--- config.mk ---
export PLATFORM = sky130hd
export DESIGN_NAME = pipe_ctl_fsm_gen_flat
export DESIGN_NICKNAME = d
export VERILOG_FILES = /design/src/rtl/pipe_ctl_fsm_gen_if.sv /design/src/rtl/pipe_ctl_fsm_gen.sv /design/src/flat_wrapper.sv
export SDC_FILE = /design/constraint.sdc
export NUM_CORES = 1
export LEC_CHECK = 0
export CAP_MARGIN = 20
export CELL_PAD_IN_SITES_DETAIL_PLACEMENT = 1
export CELL_PAD_IN_SITES_GLOBAL_PLACEMENT = 1
export CORE_MARGIN = 2
export CORE_UTILIZATION = 32
export CTS_CLUSTER_DIAMETER = 80
export DETAILED_ROUTE_END_ITERATION = 10
export MAX_ROUTING_LAYER = met4
export PLACE_DENSITY_LB_ADDON = 0.1
export REMOVE_ABC_BUFFERS = 1
export SYNTH_ARGS = -nofsm -noshare
export SYNTH_HDL_FRONTEND = slang
export SYNTH_SLANG_ARGS = --single-unit
export TNS_END_PERCENT = 5
--- constraint.sdc ---
create_clock -name clk -period 1.8 [get_ports clk]
set_clock_uncertainty 0.1 [all_clocks]
set_input_delay 0.36 -clock clk [delete_from_list [all_inputs] [get_ports clk]]
set_output_delay 0.36 -clock clk [all_outputs]
set_load 0.01 [all_outputs]
--- src/rtl/pipe_ctl_fsm_gen_if.sv ---
// ------------------------------------------------------------------------
// pipe_ctl_fsm_gen_if : command/irq/strobe bundle of the pipeline-control FSM
// rev 1.0
// ------------------------------------------------------------------------
`default_nettype none

interface pipe_ctl_fsm_gen_if #(
  parameter int NSTAGE = 3,
  parameter int NIRQ   = 4,
  parameter int IRQ_W  = 2
);
  logic              pause;
  logic [2:0]        id_cmd;
  logic [NIRQ-1:0]   irq;
  logic [NIRQ-1:0]   irq_mask;
  logic              iack;
  logic [IRQ_W-1:0]  irq_id;
  logic [NSTAGE-1:0] stage_clr;
  logic [NSTAGE-1:0] stage_hold;
  logic [3:0]        pc_prectl;
  logic              zz_is_nop;
  logic              busy;

  modport master (
    output pause, id_cmd, irq, irq_mask,
    input  iack, irq_id, stage_clr, stage_hold, pc_prectl, zz_is_nop, busy
  );

  modport slave (
    input  pause, id_cmd, irq, irq_mask,
    output iack, irq_id, stage_clr, stage_hold, pc_prectl, zz_is_nop, busy
  );
endinterface

`default_nettype wire

--- src/rtl/pipe_ctl_fsm_gen.sv ---
// ------------------------------------------------------------------------
// pipe_ctl_fsm_gen : mips789 pipeline control (stalls, flushes, interrupts)
// rev 1.0
// ------------------------------------------------------------------------
`default_nettype none

module pipe_ctl_fsm_gen #(
  parameter int NSTAGE     = 3,
  parameter int MUL_CYCLES = 33,
  parameter int LD_CYCLES  = 1,
  parameter int NIRQ       = 4,
  parameter int IRQ_W      = 2,
  parameter int CNT_W      = 6
) (
  input  logic                clk,
  input  logic                rst,
  pipe_ctl_fsm_gen_if.slave   bus
);

  localparam logic [2:0] CMD_NOI = 3'd0;
  localparam logic [2:0] CMD_CUR = 3'd1;
  localparam logic [2:0] CMD_LD  = 3'd2;
  localparam logic [2:0] CMD_MUL = 3'd3;
  localparam logic [2:0] CMD_RET = 3'd4;

  localparam logic [3:0] PC_IGN = 4'd0;
  localparam logic [3:0] PC_KEP = 4'd1;
  localparam logic [3:0] PC_IRQ = 4'd2;
  localparam logic [3:0] PC_RST = 4'd3;

  localparam logic [CNT_W-1:0] MUL_LAST = CNT_W'(MUL_CYCLES - 1);
  localparam logic [CNT_W-1:0] LD_LAST  = CNT_W'(LD_CYCLES - 1);

  // 4-bit encoding leaves room for illegal codes, which recover through IDLE
  typedef enum logic [3:0] {
    S_RST  = 4'd0,
    S_IDLE = 4'd1,
    S_NOI  = 4'd2,
    S_CUR  = 4'd3,
    S_MUL  = 4'd4,
    S_LD   = 4'd5,
    S_IRQ  = 4'd6,
    S_RET  = 4'd7
  } state_t;

  state_t             state_q, state_d;
  logic [CNT_W-1:0]   cnt_q, cnt_d;
  logic               insvc_q, insvc_d;
  logic [IRQ_W-1:0]   irq_id_q, irq_id_d;

  logic [NIRQ-1:0]    pend;
  logic [IRQ_W-1:0]   win;
  logic               take_irq;
  state_t             nxt;

  logic [NSTAGE-1:0]  clr;
  logic [NSTAGE-1:0]  hold;
  logic [3:0]         pc;
  logic               nop;
  logic               bsy;
  logic               ack;

  function automatic state_t decode_cmd(input logic [2:0] c);
    state_t s;
    case (c)
      CMD_NOI: s = S_NOI;
      CMD_CUR: s = S_CUR;
      CMD_LD:  s = S_LD;
      CMD_MUL: s = S_MUL;
      CMD_RET: s = S_RET;
      default: s = S_IDLE;
    endcase
    return s;
  endfunction

  always_ff @(posedge clk) begin
    if (!rst) begin
      state_q  <= S_RST;
      cnt_q    <= '0;
      insvc_q  <= 1'b0;
      irq_id_q <= '0;
    end else begin
      state_q  <= state_d;
      cnt_q    <= cnt_d;
      insvc_q  <= insvc_d;
      irq_id_q <= irq_id_d;
    end
  end

  always_comb begin
    pend     = bus.irq & bus.irq_mask;
    take_irq = (pend != '0) && !insvc_q;
    nxt      = S_IDLE;
    clr      = '0;
    hold     = '0;
    pc       = PC_IGN;
    nop      = 1'b0;
    bsy      = 1'b0;
    ack      = insvc_q;

    // Scan downward so the lowest pending index wins
    win = '0;
    for (int i = NIRQ - 1; i >= 0; i--) begin
      if (pend[i]) win = IRQ_W'(i);
    end

    case (state_q)
      S_RST: begin
        nxt = S_IDLE;
        clr = '1;
        pc  = PC_RST;
        nop = 1'b1;
      end
      S_IDLE: nxt = take_irq ? S_IRQ : decode_cmd(bus.id_cmd);
      S_NOI:  nxt = decode_cmd(bus.id_cmd);
      S_CUR: begin
        nxt     = S_NOI;
        hold[0] = 1'b1;
        clr[1]  = 1'b1;
        pc      = PC_KEP;
        nop     = 1'b1;
      end
      S_MUL: begin
        nxt    = (cnt_q == MUL_LAST) ? S_IDLE : S_MUL;
        clr[0] = 1'b1;
        pc     = PC_KEP;
        bsy    = 1'b1;
      end
      S_LD: begin
        nxt    = (cnt_q == LD_LAST) ? S_IDLE : S_LD;
        clr[0] = 1'b1;
        pc     = PC_KEP;
        bsy    = 1'b1;
      end
      S_IRQ: begin
        nxt    = S_IDLE;
        clr[0] = 1'b1;
        clr[1] = 1'b1;
        pc     = PC_IRQ;
        ack    = 1'b1;
      end
      S_RET: begin
        nxt = S_IDLE;
        ack = 1'b0;
      end
      default: begin
        nxt = S_IDLE;
        clr = '1;
        pc  = PC_RST;
        nop = 1'b1;
      end
    endcase

    state_d = bus.pause ? state_q : nxt;

    if (state_q == S_MUL || state_q == S_LD) begin
      cnt_d = bus.pause ? cnt_q : cnt_q + 1'b1;
    end else begin
      cnt_d = '0;
    end

    // In-service tracking runs every cycle, even while paused
    insvc_d  = ack;
    irq_id_d = (!bus.pause && state_q == S_IDLE && take_irq) ? win : irq_id_q;
  end

  assign bus.stage_clr  = clr;
  assign bus.stage_hold = hold;
  assign bus.pc_prectl  = pc;
  assign bus.zz_is_nop  = nop;
  assign bus.busy       = bsy;
  assign bus.iack       = ack;
  assign bus.irq_id     = irq_id_q;

endmodule

`default_nettype wire

--- src/flat_wrapper.sv ---
// flat-port wrapper written by rule: the top's interface ports become plain ports
module pipe_ctl_fsm_gen_flat 
#(
  parameter int NSTAGE     = 3,
  parameter int MUL_CYCLES = 33,
  parameter int LD_CYCLES  = 1,
  parameter int NIRQ       = 4,
  parameter int IRQ_W      = 2,
  parameter int CNT_W      = 6
)
  (clk, rst, bus_pause, bus_id_cmd, bus_irq, bus_irq_mask, bus_iack, bus_irq_id, bus_stage_clr, bus_stage_hold, bus_pc_prectl, bus_zz_is_nop, bus_busy);
  pipe_ctl_fsm_gen_if #(.NSTAGE(NSTAGE), .NIRQ(NIRQ), .IRQ_W(IRQ_W)) bus_i ();
  input  logic clk;
  input  logic rst;
  input wire logic [$bits(bus_i.pause)-1:0] bus_pause;
  input wire logic [$bits(bus_i.id_cmd)-1:0] bus_id_cmd;
  input wire logic [$bits(bus_i.irq)-1:0] bus_irq;
  input wire logic [$bits(bus_i.irq_mask)-1:0] bus_irq_mask;
  output wire logic [$bits(bus_i.iack)-1:0] bus_iack;
  output wire logic [$bits(bus_i.irq_id)-1:0] bus_irq_id;
  output wire logic [$bits(bus_i.stage_clr)-1:0] bus_stage_clr;
  output wire logic [$bits(bus_i.stage_hold)-1:0] bus_stage_hold;
  output wire logic [$bits(bus_i.pc_prectl)-1:0] bus_pc_prectl;
  output wire logic [$bits(bus_i.zz_is_nop)-1:0] bus_zz_is_nop;
  output wire logic [$bits(bus_i.busy)-1:0] bus_busy;
  assign bus_i.pause = bus_pause;
  assign bus_i.id_cmd = bus_id_cmd;
  assign bus_i.irq = bus_irq;
  assign bus_i.irq_mask = bus_irq_mask;
  assign bus_iack = bus_i.iack;
  assign bus_irq_id = bus_i.irq_id;
  assign bus_stage_clr = bus_i.stage_clr;
  assign bus_stage_hold = bus_i.stage_hold;
  assign bus_pc_prectl = bus_i.pc_prectl;
  assign bus_zz_is_nop = bus_i.zz_is_nop;
  assign bus_busy = bus_i.busy;
  pipe_ctl_fsm_gen #(.NSTAGE(NSTAGE), .MUL_CYCLES(MUL_CYCLES), .LD_CYCLES(LD_CYCLES), .NIRQ(NIRQ), .IRQ_W(IRQ_W), .CNT_W(CNT_W)) u_core (.clk(clk), .rst(rst), .bus(bus_i));
endmodule
==> reports/metrics.csv <==
metric;value;unit
areal power density over the cells;548;nW/um2
Total Power Consumption;652;uW
Critical Path End;u_core.state_q[1];
total global routing track utilization;0.152;
Sequential cell area;249;um2
number of vias per cell after detailed routing;4.95;
share of flip-flops with an asynchronous set or reset after synthesis;0;
Final Slew Violations;0;
initial core utilization;0.340;
grt ovf;0;
final HPWL from detailed placement;1810;um
pin count of the biggest net entering global routing;10;
vias in the first global route;803;
area of the mapped netlist;843;um2
last weighted congestion value of the routability-driven placer;0.846;
ratio of cells with drive above 1 in the final layout;0.243;
outcome;complete, no violations;
Distinct cells, synth;41;
Top FF cell, synth;sky130_fd_sc_hd__dfxtp_1;
number of remaining DRC errors;0;
full die area;3060;um2
crit-path max FO;7;
Crit path arrival time;1.82;ns
first-pass GRT wire length;3630;um
Worst setup EP type;register;
port bufs;24;
total number of vias;821;
final layout net count;154;
number of H-tree levels;1;
maximum clock insertion buffer count;2;
number of clock sinks seen by CTS;12;
initial antenna violation count;0;
core area;2480;um2
Post-Place Setup Slack;-0.0930;ns
Required @ worst endpoint;1.86;ns
leakage power;0.508;nW
share of the yosys chip area belonging to registers;0.285;
register bit total from synthesis;12;
maximum frequency from static timing analysis;569;MHz
Tightest Hold Check Type;reg2reg;
crit path time final;1.76;ns
endpoint of the worst register-to-register path;u_core.state_q[1];
antenna cells;0;
Post-Syn Area per Cell;8.43;um2
origin of the worst setup path;u_core.state_q[2];
TritonCTS Buffers;3;
final total negative setup slack;0;ns
WL/cell;13.3;um
post-route fraction of the period consumed by the critical path;0.977;
Post-Layout Inst Area;1190;um2
unrepaired setup endpoints after global routing;true;
FF-to-FF path depth;5;
maximum resistive drop on vdd;418;uV
Clk Tree Root Cell;sky130_fd_sc_hd__clkbuf_4;
area of combinational cells with multiple inputs;513;um2
number of ports placed on the die boundary;29;
latest clock arrival within the worst-skew pair;0.26;ns
TritonRoute pass-1 iters;2;
TritonCTS clock tree;done;
Worst Setup Path Type;reg2reg;
WL final;2210;um
launching element type of the critical path;register;
post-synthesis cell count;100;
Synthesis Warnings;0;
post-route setup slack;0.0423;ns
final number of setup-violating endpoints;0;
Detailed Route Iter0 Violations;8;
Post-CTS Repair Setup Buffers;0;
Synth-to-Final Area Change;41.2;%
Hold Vio Cnt, Final;0;
number of synthesized flops with an enable pin;0;
Die Wd;55.3;um
total cell area at the placement stage;1150;um2
max-capacitance violation count;0;
Worst-path clk slew;0.07;ns
reg2reg setup slack;0.04;ns
Chip Height;55.3;um
Filler cells;313;
count of standard-cell rows;18;
Detail Route Antenna Nets;0;
launch point of the worst reg-to-reg path;u_core.state_q[2];
## cells by family (layout without fill, tap and decap cells)
group | Yosys count | count (layout) | share of synthesized area
buffers and inverters | 15 | 48 | 0.139
DFF | 12 | 12 | 0.285
xor gates and xnor gates | 9 | 9 | 0.0935
and+or+nand+nor | 36 | 36 | 0.215
other | 1 | 4 | 0.00445
adders and majority gates | 3 | 3 | 0.0415
muxes | 3 | 3 | 0.0371
AOI/OAI and AO/OA | 21 | 21 | 0.184
## how the worst min path moves through the flow
stage / start / endpoint / slack [ns] / cells after the start
finish: u_core.bus.irq_id[0] / u_core.bus.irq_id[0] / 0.37 / 2
global route: u_core.bus.irq_id[0] / u_core.bus.irq_id[0] / 0.42 / 2
CTS: u_core.bus.irq_id[0] / u_core.bus.irq_id[0] / 0.38 / 2
detailed placement: u_core.bus.irq_id[0] / u_core.bus.irq_id[0] / 0.37 / 2
global placement: u_core.bus.irq_id[0] / u_core.bus.irq_id[0] / 0.35 / 2
floorplan: rst / u_core.insvc_q / 0.38 / 1
## cell usage in the layout, fill, tap and decap left out, types with 2 or more instances in the layout
| cell | Yosys | final |
|---|---|---|
| sky130_fd_sc_hd__clkdlybuf4s50_1 | 0 | 15 |
| sky130_fd_sc_hd__buf_4 | 4 | 15 |
| sky130_fd_sc_hd__nor2_1 | 12 | 12 |
| sky130_fd_sc_hd__nand2_1 | 9 | 9 |
| sky130_fd_sc_hd__dfxtp_1 | 12 | 9 |
| sky130_fd_sc_hd__inv_1 | 5 | 5 |
| sky130_fd_sc_hd__xor2_1 | 6 | 5 |
| sky130_fd_sc_hd__dlygate4sd2_1 | 0 | 5 |
| sky130_fd_sc_hd__a21oi_1 | 5 | 4 |
| sky130_fd_sc_hd__nand3_1 | 4 | 4 |
| sky130_fd_sc_hd__conb_1 | 1 | 4 |
| sky130_fd_sc_hd__xnor2_1 | 3 | 3 |
| sky130_fd_sc_hd__clkbuf_4 | 0 | 3 |
| sky130_fd_sc_hd__a22oi_1 | 2 | 2 |
| sky130_fd_sc_hd__o21ai_0 | 3 | 2 |
| sky130_fd_sc_hd__mux2i_1 | 2 | 2 |
| sky130_fd_sc_hd__ha_1 | 2 | 2 |
| sky130_fd_sc_hd__clkbuf_2 | 0 | 2 |
| sky130_fd_sc_hd__dfxtp_4 | 0 | 2 |
## layout make-up
type | instances | share of cell area
Inverter | 5 | 0.0158
Timing Repair Buffer | 40 | 0.294
Tap cell | 30 | 0.0315
Sequential cell | 12 | 0.209
Clock buffer | 3 | 0.0189
Multi-Input combinational cell | 76 | 0.431
## flip-flops by register name, indices dropped and copies added (netlist names)
name,cells
u_core.insvc_q,1
u_core.bus.irq_id,2
u_core.cnt_q,6
u_core.state_q,3
## cell usage after synthesis, types with 2 or more instances
master | n | share of area
sky130_fd_sc_hd__dfxtp_1 | 12 | 0.28
sky130_fd_sc_hd__nor2_1 | 12 | 0.053
sky130_fd_sc_hd__nand2_1 | 9 | 0.040
sky130_fd_sc_hd__xor2_1 | 6 | 0.062
sky130_fd_sc_hd__a21oi_1 | 5 | 0.030
sky130_fd_sc_hd__inv_1 | 5 | 0.022
sky130_fd_sc_hd__buf_4 | 4 | 0.036
sky130_fd_sc_hd__nand3_1 | 4 | 0.024
sky130_fd_sc_hd__clkbuf_8 | 3 | 0.049
sky130_fd_sc_hd__o21ai_0 | 3 | 0.018
sky130_fd_sc_hd__xnor2_1 | 3 | 0.031
sky130_fd_sc_hd__a22oi_1 | 2 | 0.018
sky130_fd_sc_hd__buf_6 | 2 | 0.027
sky130_fd_sc_hd__ha_1 | 2 | 0.030
sky130_fd_sc_hd__mux2i_1 | 2 | 0.024
## stage by stage
step	cells	utilization	hold WS, ns
finish	166	0.481	0.366
global route	166	0.481	0.418
CTS	166	0.480	0.378
detailed placement	163	0.466	0.366
global placement	163	0.466	0.349
floorplan	93	-	0.382
## critical path, stage by stage, from the launching register on
cell and delay, ns:
sky130_fd_sc_hd__dfxtp_2 0.35, sky130_fd_sc_hd__buf_4 0.17, sky130_fd_sc_hd__or4b_4 0.55, sky130_fd_sc_hd__a21oi_4 0.17
sky130_fd_sc_hd__a221oi_1 0.07, sky130_fd_sc_hd__nor3b_1 0.24
## power by group
part | leakage (nW) | switching, mW | internal (mW)
logic | 0.396 | 0.0968 | 0.115
registers | 0.0989 | 0.00875 | 0.270
clock network | 0.0138 | 0.0846 | 0.0772
total | 0.508 | 0.190 | 0.462
## layer usage
metal  track usage  wire, um  up-vias
met5             -         0        -
met4        0.0523        31        0
met3        0.0281        85        4
met2         0.269      1140       17
met1         0.171       947      389
li1              -         -      411
## what timing repair did
item,CTS,global route
pin swaps,0,1
hold buffers,0,0
setup endpoints to repair,9,6
resized for setup,17,7
No activity file was read; power rests on OpenSTA's default activity.
